`src/rtl/pc_fetch_unit.sv`:
```
// ---------------------------------------------------------------------------
// pc_fetch_unit
//   Per-thread program counter and instruction fetcher. It issues valid/ready
//   read requests to program memory and holds each fetched instruction until
//   the sequencer advances it. It then picks the next PC: sequential, taken
//   BRnzp target, or stop on RET.
//
// Parameters
//   PM_ADDR_BITS : program memory address width (also the PC width)
//   PM_DATA_BITS : instruction width (opcode is taken from bits [15:12])
//   START_PC     : PC loaded when Start is accepted
//
// Ports
//   CLK          in   clock, rising edge
//   RST          in   asynchronous active-high reset
//   Start        in   begin at START_PC (accepted in IDLE/DONE)
//   Advance      in   held instruction consumed (accepted in HOLD)
//   NZPIn        in   stored {N,Z,P} flags, sampled in the Advance cycle
//   MemReadValid out  program memory read request (state FETCH)
//   MemReadAddr  out  request address, always equal to PCOut
//   MemReadReady in   memory response, data valid in the same cycle
//   MemReadData  in   instruction word
//   Instr        out  held instruction
//   InstrValid   out  Instr valid (state HOLD)
//   PCOut        out  current PC
//   Done         out  thread executed RET (state DONE)
// ---------------------------------------------------------------------------
module pc_fetch_unit #(
    parameter int                        PM_ADDR_BITS = 8,
    parameter int                        PM_DATA_BITS = 16,
    parameter logic [PM_ADDR_BITS-1:0]   START_PC     = '0
) (
    input  logic                    CLK,
    input  logic                    RST,
    input  logic                    Start,
    input  logic                    Advance,
    input  logic [2:0]              NZPIn,
    output logic                    MemReadValid,
    output logic [PM_ADDR_BITS-1:0] MemReadAddr,
    input  logic                    MemReadReady,
    input  logic [PM_DATA_BITS-1:0] MemReadData,
    output logic [PM_DATA_BITS-1:0] Instr,
    output logic                    InstrValid,
    output logic [PM_ADDR_BITS-1:0] PCOut,
    output logic                    Done
);

    typedef enum logic [1:0] {
        S_IDLE  = 2'd0,
        S_FETCH = 2'd1,
        S_HOLD  = 2'd2,
        S_DONE  = 2'd3
    } state_t;

    localparam logic [3:0] OP_BR  = 4'b0001;
    localparam logic [3:0] OP_RET = 4'b1111;

    state_t                  r_state;
    logic [PM_ADDR_BITS-1:0] r_pc;
    logic [PM_DATA_BITS-1:0] r_instr;

    logic [3:0] w_opcode;
    logic       w_taken;

    assign w_opcode = r_instr[15:12];
    // Flags are one-hot in practice, so any overlap with the mask means taken.
    assign w_taken  = (r_instr[11:9] & NZPIn) != 3'b000;

    // Sequential successor, wraps modulo 2^PM_ADDR_BITS.
    function automatic logic [PM_ADDR_BITS-1:0] pc_inc(input logic [PM_ADDR_BITS-1:0] pc);
        return pc + PM_ADDR_BITS'(1);
    endfunction

    // 8-bit branch target zero-extended or truncated to the PC width.
    function automatic logic [PM_ADDR_BITS-1:0] br_target(input logic [7:0] tgt);
        logic [PM_ADDR_BITS+7:0] ext;
        ext = {{PM_ADDR_BITS{1'b0}}, tgt};
        return ext[PM_ADDR_BITS-1:0];
    endfunction

    always_ff @(posedge CLK or posedge RST) begin
        if (RST) begin
            r_state <= S_IDLE;
            r_pc    <= '0;
            r_instr <= '0;
        end else begin
            case (r_state)
                S_IDLE: begin
                    if (Start) begin
                        r_pc    <= START_PC;
                        r_state <= S_FETCH;
                    end
                end
                S_FETCH: begin
                    if (MemReadReady) begin
                        r_instr <= MemReadData;
                        r_state <= S_HOLD;
                    end
                end
                S_HOLD: begin
                    if (Advance) begin
                        if (w_opcode == OP_RET) begin
                            r_state <= S_DONE;
                        end else begin
                            if (w_opcode == OP_BR && w_taken)
                                r_pc <= br_target(r_instr[7:0]);
                            else
                                r_pc <= pc_inc(r_pc);
                            r_state <= S_FETCH;
                        end
                    end
                end
                S_DONE: begin
                    if (Start) begin
                        r_pc    <= START_PC;
                        r_state <= S_FETCH;
                    end
                end
                default: r_state <= S_IDLE;
            endcase
        end
    end

    // Outputs come straight from state/registers, so there is no input-to-output path.
    assign MemReadValid = (r_state == S_FETCH);
    assign MemReadAddr  = r_pc;
    assign PCOut        = r_pc;
    assign Instr        = r_instr;
    assign InstrValid   = (r_state == S_HOLD);
    assign Done         = (r_state == S_DONE);

endmodule

```
`config.mk`:
```
export PLATFORM = sky130hd
export DESIGN_NAME = pc_fetch_unit
export DESIGN_NICKNAME = d
export VERILOG_FILES = /design/src/rtl/pc_fetch_unit.sv
export SDC_FILE = /design/constraint.sdc
export NUM_CORES = 1
export LEC_CHECK = 0
export ABC_CLOCK_PERIOD_IN_PS = 3400
export CAP_MARGIN = 10
export CORE_MARGIN = 4
export CORE_UTILIZATION = 45
export DETAILED_ROUTE_END_ITERATION = 8
export GPL_ROUTABILITY_DRIVEN = 1
export GPL_TIMING_DRIVEN = 0
export PLACE_DENSITY = 0.85
export SYNTH_ARGS = -nofsm -noshare
export SYNTH_HDL_FRONTEND = slang
export SYNTH_SLANG_ARGS = --single-unit
```
`constraint.sdc`:
```
create_clock -name CLK -period 3.4 [get_ports CLK]
set_input_delay 1.02 -clock CLK [delete_from_list [all_inputs] [get_ports CLK]]
set_output_delay 1.02 -clock CLK [all_outputs]
set_load 0.02 [all_outputs]
```
==> impl_metrics.json, run 1 <==
{
  "cts_setup_buffers": 0,
  "critical_path.max_stage_delay_ps": 650,
  "fp.dieArea_sq_mm": 0.003969,
  "cts_repair_resize_count": 0,
  "startpoint_type": "flip-flop",
  "hold_startpoint": "Instr[8]$_DFFE_PP0P_",
  "synthDominantAreaCellType": "dfrtp_1",
  "rsz0062_at_grt": "no",
  "yosys.area_share.xor_xnor_pct": 0,
  "clk_root_buffer_cell": "clkbuf_4",
  "htree_levels": 1,
  "cp_max_fo": 4,
  "finish.net_count": 212,
  "synthesis.nets": 149,
  "cts_made_buffers": 3,
  "synth_largest_type_area_fraction_pct": 47.79,
  "synth_cells": 121,
  "layout_worst_path_cycle_share_pct": 80.46,
  "post_route_cells_drive_above_1_share_pct": 17.49,
  "timing.final.max_slew_violations": 0,
  "areaGrowthSynthToFinish_pct": 48.16,
  "clock_insertion_delay_worst_skew_ps": 330,
  "place_congestion": 0.8161,
  "maximum_vdd_ir_drop_mv": 0.5718,
  "slack_of_the_worst_reg_to_reg_path_ps": 1500,
  "place.detailed.hpwl_microns": 2627,
  "synth_top_family_by_area": "multiplexers",
  "synth-seq-cells": 26,
  "worst_ep_arrival_time_ps": 1720,
  "cell_chain_of_the_critical_path": "inv_1, ha_1, clkdlybuf4s50_1",
  "tightest_slew_ps": 970.4,
  "timing.hold.worst.class": "flip-flop to flip-flop",
  "mapped_avg_cell_area_sq_um": 11.25,
  "count_of_max_cap_constraint_violations": 0,
  "floorplan.initialDensity_pct": 48.12,
  "final_tns_setup_ps": 0,
  "die_width_microns": 63,
  "ys_types": 30,
  "hold_buffers": 0,
  "run_status": "complete, no violations",
  "crit-reg2reg-capture": "Instr[13]$_DFFE_PP0P_",
  "end_kind": "output port",
  "yosys-top-cells-area": "dfrtp_1, mux2_2, mux2i_1",
  "floorplan.die.height_microns": 63,
  "detail_route.iter0.violations": 52,
  "area_share_of_fa_ha_maj_cells_after_synthesis_pct": 3.676,
  "clock_tree_from_tritoncts": "built",
  "num_antenna_cells": 0,
  "dr_total_vias": 1175,
  "first_pass_grt_wire_length_microns": 5637,
  "clkTransAtPathRegs_ps": 140,
  "min_delay_worst_endpoint": "Instr[8]$_DFFE_PP0P_",
  "dr.pass1.iters": 4,
  "port_buffers": 58,
  "grt-ovfl-total": 0,
  "wl_per_instance_microns": 15.45,
  "fin_skew_ps": 3.229,
  "ff2ff_path_depth": 5,
  "drt_drc_violations_left": 0,
  "synth_simple_gate_area_share_pct": 8.180,
  "syn_area_sq_mm": 0.001361,
  "number_of_antenna_violations_at_the_first_check_in_global_routing": 0,
  "antenna_left": 0,
  "synth_flop_cell": "dfrtp_1",
  "critical_path_required_ps": 2380,
  "timing.hold.worst_path_depth": 1,
  "post-place-cells": 210,
  "first_global_vias": 1179,
  "max_slew_margin_pct": 35.24,
  "synth_mux_area_share_pct": 18.47,
  "cts_sinks": 26,
  "timing_worst_setup_path_type": "flip-flop to output port",
  "final_cells": 214,
  "core.rowCount": 19,
  "maximum_number_of_pins_on_one_net_before_global_route_repair": 27,
  "drt_wl_total_microns": 3306,
  "ratio_of_total_power_to_cell_area_mw_per_mm2": 808.0,
  "layout_min_cycle_time_ps": 2736,
  "async_flop_share_pct": 100.0,
  "power.leakage_nw": 0.8477,
  "total_power_mw": 1.630,
  "synth_most_common_cell": "dfrtp_1",
  "via_per_inst": 5.491,
  "final_hold_viol_count": 0,
  "area_of_the_core_sq_mm": 0.002829,
  "synth-compound-area-share_pct": 12.22,
  "r2r-start": "r_state[1]$_DFFE_PP0P_",
  "track_usage_pct": 17.78,
  "synth_enable_flop_cells": 0,
  "final-setup-viol-count": 0,
  "pin_count": 59,
  "achievable-frequency_mhz": 365.5,
  "synthesis.yosys.warnings": 0,
  "post_synth_most_frequent_cells": "dfrtp_1, mux2_2, inv_1, buf_4, o22ai_1",
  "yosysSeqAreaShare_pct": 47.79,
  "max-clock-path-buffers": 2,
  "timing.critical_path.slowest_stage_cell": "clkdlybuf4s50_1"
}
==> layer usage <==
metal / part of all wire, % / GRT usage (%) / vias to the layer above
met4: 0.88 / 5.234 / 0
li1: - / - / 555
met5: 0 / 0 / -
met2: 50 / 29.78 / 60
met1: 41 / 22.03 / 558
met3: 8.6 / 5.216 / 2
==> power by group <==
group	switching (mW)	internal [mW]
Combinational	0.471	0.468
Clock	0.0932	0.0656
Sequential	0.105	0.427
==> critical path: cells and delay by family (launching register included) <==
kind       cells  cell delay, ps
buf+inv        2             720
flops          1             440
fa+ha+maj      1             230
==> how the worst max path moves through the flow <==
stage	end	from	cells after the start	slack (ps)
4_1_cts	InstrValid	r_state[0]$_DFFE_PP0P_	3	660
3_5_place_dp	MemReadAddr[0]$_DFFE_PP0P_	NZPIn[0]	5	540
2_1_floorplan	MemReadAddr[6]$_DFFE_PP0P_	NZPIn[0]	5	1220
6_report	InstrValid	r_state[0]$_DFFE_PP0P_	3	660
5_1_grt	InstrValid	r_state[0]$_DFFE_PP0P_	3	570
3_3_place_gp	MemReadAddr[6]$_DFFE_PP0P_	NZPIn[0]	6	620
==> cells in the final DEF (no fill, tap or decap) <==
cell	instances
or2_1	1
dfrtp_1	26
o21ai_0	5
or3b_1	1
clkbuf_8	1
o22ai_1	8
clkdlybuf4s50_1	58
mux2_2	17
ha_1	4
mux2i_1	6
nor3_1	1
or2_2	1
nor2_1	3
buf_4	8
inv_1	14
or4b_4	1
o21a_1	1
a21oi_1	1
nand4_1	3
a222oi_1	1
clkbuf_1	2
or4_1	1
nor4_1	1
clkbuf_4	3
nand2_1	1
buf_6	1
a311oi_1	1
or3_1	1
a211oi_1	6
nor3b_1	1
nand3_1	2
o31a_1	1
a31oi_1	1
==> logic make-up (layout without fill, tap and decap cells) <==
logic type / after synthesis / after routing
AO/OA/AOI/OAI: 25 / 25
adder cells (fa/ha/maj): 4 / 4
buffers and inverters: 25 / 87
flip-flops: 26 / 26
multiplexers: 23 / 23
AND/OR/NAND/NOR: 18 / 18
==> registers in the layout, indices dropped and copies added (netlist names) <==
signal and cells:
r_state 2, MemReadAddr 8, Instr 16
==> metrics by stage <==
stage	instance area, sq um	utilization, %	setup WS (ps)	hold WS (ps)
final	2017	71.30	664.4	540.9
after global routing	2017	71.30	574.7	559.2
after CTS	2017	71.30	661.7	548.8
after detailed placement	1981	70.01	538.6	512.4
after global placement	1981	70.01	624.5	492.1
after floorplan	1361	-	1220	531.7
==> final cells by class <==
type	count	area (sq um)
clock buffers	4	36.28
flip-flops and latches	26	650.6
multi-input cells	70	579.3
fillers	212	812.0
plain buffers	11	78.83
inverters	14	52.55
well taps	31	38.79
repair buffers	58	580.6
No activity file was read; power rests on OpenSTA's default activity.
==> inputs of run 2 (changes only) <==
==> config.mk (replaced) <==
export PLATFORM = sky130hd
export DESIGN_NAME = pc_fetch_unit
export DESIGN_NICKNAME = d
export VERILOG_FILES = /design/src/rtl/pc_fetch_unit.sv
export SDC_FILE = /design/constraint.sdc
export NUM_CORES = 1
export LEC_CHECK = 0
export ABC_CLOCK_PERIOD_IN_PS = 2850
export CAP_MARGIN = 10
export CORE_MARGIN = 4
export CORE_UTILIZATION = 42
export DETAILED_ROUTE_END_ITERATION = 8
export GPL_ROUTABILITY_DRIVEN = 1
export GPL_TIMING_DRIVEN = 0
export PLACE_DENSITY = 0.8
export SYNTH_ARGS = -nofsm -noshare
export SYNTH_HDL_FRONTEND = slang
export SYNTH_SLANG_ARGS = --single-unit
==> constraint.sdc (replaced) <==
create_clock -name CLK -period 2.85 [get_ports CLK]
set_input_delay 0.855 -clock CLK [delete_from_list [all_inputs] [get_ports CLK]]
set_output_delay 0.855 -clock CLK [all_outputs]
set_load 0.02 [all_outputs]
==> run 2 against run 1 <==
Net effect: routed wire length grew 0.97%; clock skew is essentially flat; non-clock buffer count is the same; largest power group unchanged.
==> impl_metrics.json, run 2 (synthesis gave the netlist of run 1 again) <==
{
  "final_hold_viol_count": 0,
  "die_width_microns": 64.93,
  "via_per_inst": 5.177,
  "grt-ovfl-total": 0,
  "fp.dieArea_sq_mm": 0.004216,
  "final_common_cell": "clkdlybuf4s50_1",
  "floorplan.initialDensity_pct": 44.23,
  "rsz0062_at_grt": "no",
  "number_of_antenna_violations_at_the_first_check_in_global_routing": 0,
  "cell_chain_of_the_critical_path": "inv_1, ha_1, clkdlybuf4s50_1",
  "cts_setup_buffers": 0,
  "worstSetupStartpoint": "r_state[0]$_DFFE_PP0P_",
  "place_congestion": 0.7489,
  "timing.hold.worst.class": "flip-flop to flip-flop",
  "worst-path-buf-inv": 2,
  "cts_made_buffers": 3,
  "fin_skew_ps": 3.320,
  "dpl_worst_slack_ps": 193.4,
  "layout.filler_cells": 249,
  "post_dp_cell_area_sq_mm": 0.001997,
  "end_kind": "output port",
  "first_global_vias": 1231,
  "dr_total_vias": 1170,
  "cp_max_fo": 4,
  "cts_sinks": 26,
  "run_status": "complete, no violations",
  "floorplan.die.height_microns": 64.93,
  "achievable-frequency_mhz": 390.4,
  "drt_wl_total_microns": 3338,
  "antenna_left": 0,
  "tightest_slew_ps": 986.6,
  "clk_root_buffer_cell": "clkbuf_4",
  "timing.critical_path.slowest_stage_cell": "clkdlybuf4s50_1",
  "ff2ff_path_depth": 5,
  "layout_min_cycle_time_ps": 2561,
  "final-setup-viol-count": 0,
  "post_route_cells_drive_above_1_share_pct": 17.03,
  "track_usage_pct": 16.59,
  "clock_insertion_delay_worst_skew_ps": 310,
  "final_core_utilization_pct": 65.61,
  "hold_buffers": 0,
  "finish.net_count": 212,
  "dr.pass1.iters": 4,
  "cpLargestDelayFamily": "buffers and inverters",
  "place.detailed.hpwl_microns": 2625,
  "power.leakage_nw": 0.8405,
  "clock_tree_from_tritoncts": "built",
  "max_slew_margin_pct": 34.16,
  "hold_startpoint": "Instr[8]$_DFFE_PP0P_",
  "final_cell_mix": "clkdlybuf4s50_1, dfrtp_1, mux2_2",
  "num_antenna_cells": 0,
  "worst-path-stages": 3,
  "r2r-start": "r_state[1]$_DFFE_PP0P_",
  "post-place-cells": 223,
  "core.rowCount": 20,
  "timing.final.max_slew_violations": 0,
  "final_cells": 226,
  "worst_ep_arrival_time_ps": 1710,
  "crit-reg2reg-capture": "Instr[14]$_DFFE_PP0P_",
  "areaGrowthSynthToFinish_pct": 48.35,
  "layout_worst_path_cycle_share_pct": 89.87,
  "maximum_number_of_pins_on_one_net_before_global_route_repair": 27,
  "first_pass_grt_wire_length_microns": 5568,
  "largest_register_ff_count": 16,
  "pin_count": 59,
  "slack_of_the_worst_reg_to_reg_path_ps": 930,
  "layout_setup_ws_ps": 288.7,
  "max-clock-path-buffers": 2,
  "drt_drc_violations_left": 0,
  "critical_path_required_ps": 2000,
  "startpoint_type": "flip-flop",
  "count_of_max_cap_constraint_violations": 0,
  "detail_route.iter0.violations": 43,
  "wl_per_instance_microns": 14.77,
  "design_area_sq_mm": 0.002019,
  "final_tns_setup_ps": 0,
  "htree_levels": 1,
  "cts_repair_resize_count": 0,
  "critical_path.max_stage_delay_ps": 640,
  "ratio_of_total_power_to_cell_area_mw_per_mm2": 942.9,
  "clkTransAtPathRegs_ps": 140,
  "maximum_vdd_ir_drop_mv": 0.6901,
  "area_of_the_core_sq_mm": 0.003078,
  "port_buffers": 58,
  "worstSetupEndpoint": "InstrValid",
  "timing_worst_setup_path_type": "flip-flop to output port"
}
==> run 2: cell types whose count changed in the layout (fill, tap and decap cells not counted) <==
cell      previous run  this run
clkbuf_8             1         0
==> run 2: through the flow <==
| stage | power (mW) | hold WS (ps) |
|---|---|---|
| 6_report | 1.904 | 536.8 |
| 5_1_grt | 2.038 | 579.3 |
| 4_1_cts | 1.920 | 546.6 |
| 3_5_place_dp | 1.760 | 509.6 |
| 3_3_place_gp | 1.726 | 491.7 |
| 2_1_floorplan | 1.289 | 531.7 |
==> run 2: final cells by class <==
cell class              count  area, sq um  area share (%)
flip-flops and latches     26        650.6           32.22
repair buffers             58        580.6           28.75
multi-input cells          70        579.3           28.69
plain buffers              11        78.83           3.903
well taps                  44        55.05           2.726
inverters                  14        52.55           2.602
clock buffers               3        22.52           1.115
==> run 2: worst register-to-register path, stage by stage (launching register included) <==
cell and delay (ps):
dfrtp_1 420, inv_1 70, ha_1 220, nand2_1 250
clkbuf_1 460, mux2_2 390
==> run 2: worst min path at each step <==
stage	to	slack, ps	depth (start not counted)
after CTS	Instr[8]$_DFFE_PP0P_	550	1
after detailed placement	Instr[8]$_DFFE_PP0P_	510	1
after global placement	Instr[8]$_DFFE_PP0P_	490	1
after global routing	Instr[2]$_DFFE_PP0P_	580	1
after floorplan	r_state[0]$_DFFE_PP0P_	530	2
final	Instr[8]$_DFFE_PP0P_	540	1
==> run 2: where the power goes <==
group | switching (mW) | internal [mW]
logic | 0.555 | 0.558
registers | 0.126 | 0.509
clock network | 0.106 | 0.0495
total | 0.787 | 1.12
==> run 2: metal layers <==
metal	track usage, %	routed length, microns
met2	30.14	1698
met5	0	0
met1	18.84	1346
met4	3.958	21
met3	5.026	271
==> inputs of run 3 (changes only) <==
--- a/config.mk
+++ b/config.mk
@@ -5,7 +5,7 @@
 export SDC_FILE = /design/constraint.sdc
 export NUM_CORES = 1
 export LEC_CHECK = 0
-export ABC_CLOCK_PERIOD_IN_PS = 2850
+export ABC_CLOCK_PERIOD_IN_PS = 2400
 export CAP_MARGIN = 10
 export CORE_MARGIN = 4
 export CORE_UTILIZATION = 42
==> constraint.sdc (replaced) <==
create_clock -name CLK -period 2.4 [get_ports CLK]
set_input_delay 0.72 -clock CLK [delete_from_list [all_inputs] [get_ports CLK]]
set_output_delay 0.72 -clock CLK [all_outputs]
set_load 0.02 [all_outputs]
==> run 3 against run 2 <==
Net effect: power increased by 18%; clock-buffer cell count unchanged; sequential cell count unchanged; setup slack got worse by 120 ps; highest routed layer unchanged; via count unchanged.
==> impl_metrics.json, run 3 (synthesis gave the netlist of run 1 again) <==
{
  "run_status": "complete, no violations",
  "post_route_cells_drive_above_1_share_pct": 17.03,
  "htree_levels": 1,
  "count_of_max_cap_constraint_violations": 0,
  "maximum_number_of_pins_on_one_net_before_global_route_repair": 27,
  "dr_total_vias": 1170,
  "rsz0062_at_grt": "no",
  "grt-ovfl-total": 0,
  "die_width_microns": 64.93,
  "detail_route.iter0.violations": 42,
  "comb_power_share_pct": 58.2,
  "final-setup-viol-count": 0,
  "end_kind": "output port",
  "clkTransAtPathRegs_ps": 140,
  "r2r-start": "r_state[1]$_DFFE_PP0P_",
  "final_cell_mix": "clkdlybuf4s50_1, dfrtp_1, mux2_2",
  "grt_busiest_layer": "met2",
  "maximum_vdd_ir_drop_mv": 0.8010,
  "dr.pass1.iters": 4,
  "pin_count": 59,
  "max-clock-path-buffers": 2,
  "place_congestion": 0.7489,
  "place.detailed.hpwl_microns": 2625,
  "fp.dieArea_sq_mm": 0.004216,
  "clkPwrFrac_pct": 8.2,
  "power.sequential.fraction_pct": 33.6,
  "layout_worst_path_cycle_share_pct": 93.08,
  "clk_root_buffer_cell": "clkbuf_4",
  "first_pass_grt_wire_length_microns": 5568,
  "core.rowCount": 20,
  "floorplan.die.height_microns": 64.93,
  "timing.final.max_slew_violations": 0,
  "met2_usage_pct": 30.14,
  "design_area_sq_mm": 0.002017,
  "timing.hold.worst.class": "flip-flop to flip-flop",
  "drt_wl_total_microns": 3338,
  "layout_min_cycle_time_ps": 2234,
  "critical_path.max_stage_delay_ps": 590,
  "m1_gr_usage_pct": 18.84,
  "floorplan.initialDensity_pct": 44.23,
  "sw_frac_of_total_pct": 41.52,
  "max_slew_margin_pct": 34.16,
  "finish.net_count": 212,
  "clock_tree_from_tritoncts": "built",
  "fin_skew_ps": 3.320,
  "power_report.internal_total_mw": 1.315,
  "area_of_the_core_sq_mm": 0.003078,
  "switchingPower_mw": 0.9337,
  "drt_drc_violations_left": 0,
  "wl_per_instance_microns": 14.77,
  "first_global_vias": 1231,
  "achievable-frequency_mhz": 447.6,
  "worst-path-buf-inv": 2,
  "final_common_cell": "clkdlybuf4s50_1",
  "number_of_antenna_violations_at_the_first_check_in_global_routing": 0,
  "final_core_utilization_pct": 65.53,
  "cts_sinks": 26,
  "grtUsageMet3_pct": 5.026,
  "timing.critical_path.slowest_stage_cell": "clkdlybuf4s50_1",
  "hold_startpoint": "Instr[8]$_DFFE_PP0P_",
  "largest_register_ff_count": 16,
  "dpl_worst_slack_ps": -121.6,
  "ratio_of_total_power_to_cell_area_mw_per_mm2": 1115,
  "port_buffers": 58,
  "cp_max_fo": 6,
  "areaGrowthSynthToFinish_pct": 48.16,
  "track_usage_pct": 16.59,
  "layout_setup_ws_ps": 166.1,
  "power.leakage_nw": 0.8466,
  "clock_insertion_delay_worst_skew_ps": 310,
  "via_per_inst": 5.177,
  "critical_path_required_ps": 1680,
  "timing_worst_setup_path_type": "flip-flop to output port",
  "worst_ep_arrival_time_ps": 1510,
  "final_hold_viol_count": 0,
  "cell_chain_of_the_critical_path": "buf_4, clkdlybuf4s50_1",
  "worstSetupStartpoint": "MemReadAddr[2]$_DFFE_PP0P_",
  "startpoint_type": "flip-flop",
  "num_antenna_cells": 0,
  "tightest_slew_ps": 986.6,
  "antenna_left": 0,
  "cpLargestDelayFamily": "buffers and inverters",
  "post_dp_cell_area_sq_mm": 0.001997,
  "cts_made_buffers": 3,
  "cts_setup_buffers": 0
}
-- run 3: cell types whose count changed in the layout (fill, tap and decap cells not counted), sizes merged --
cell,before,now
clkdlybuf4s50,58,56
dlygate4sd2,0,2
-- run 3: stage by stage --
step / cells / hold slack, ps / setup TNS [ps] / power [mW]
after floorplan: 121 / 531.7 / 0 / 1.531
after global placement: 223 / 491.7 / -371.6 / 2.050
after detailed placement: 223 / 509.6 / -616.6 / 2.090
after CTS: 226 / 546.6 / 0 / 2.268
after global routing: 226 / 579.3 / 0 / 2.407
final: 226 / 536.8 / 0 / 2.249
-- run 3: power groups by stage --
| stage | sequential [mW] | combinational [mW] | clock, mW |
|---|---|---|---|
| finish | 0.755 | 1.31 | 0.184 |
| global route | 0.788 | 1.41 | 0.208 |
| CTS | 0.756 | 1.32 | 0.191 |
| detailed placement | 0.766 | 1.32 | 0 |
| global placement | 0.755 | 1.30 | 0 |
| floorplan | 0.917 | 0.614 | 0 |
-- run 3: cell type report --
class                           instances  area (sq um)
Fill cell                             249          1061
Inverter                               14         52.55
Multi-Input combinational cell         70         579.3
Buffer                                 11         78.83
Timing Repair Buffer                   58         578.1
Sequential cell                        26         650.6
Clock buffer                            3         22.52
Tap cell                               44         55.05
-- run 3: worst paths after layout --
check,to,slack (ps),cells after the start
setup / recovery,PCOut[2],170,2
hold / removal,Instr[8]$_DFFE_PP0P_,540,1
setup reg to reg,Instr[14]$_DFFE_PP0P_,490,5
hold reg to reg,Instr[8]$_DFFE_PP0P_,540,1
max in group asynchronous,Instr[15]$_DFFE_PP0P_,890,2
min in group asynchronous,Instr[8]$_DFFE_PP0P_,910,2
-- run 3: per-layer routing --
layer	up-vias	part of all wire (%)
met5	-	0
met4	0	0.63
met3	4	8.1
met2	48	51
met1	563	40
li1	555	-
-- run 3: timing repair --
item,4_1_cts,5_1_grt
endpoints found under the hold margin,0,0
gates resized for setup,2,0
hold buffers,0,0
endpoints found under the setup margin,2,0
-- run 3: worst reg2reg max path, stage by stage, from the launching register on --
cell and delay (ps):
dfrtp_1 420, inv_1 70, ha_1 220, nand2_1 250, clkbuf_1 460, mux2_2 390
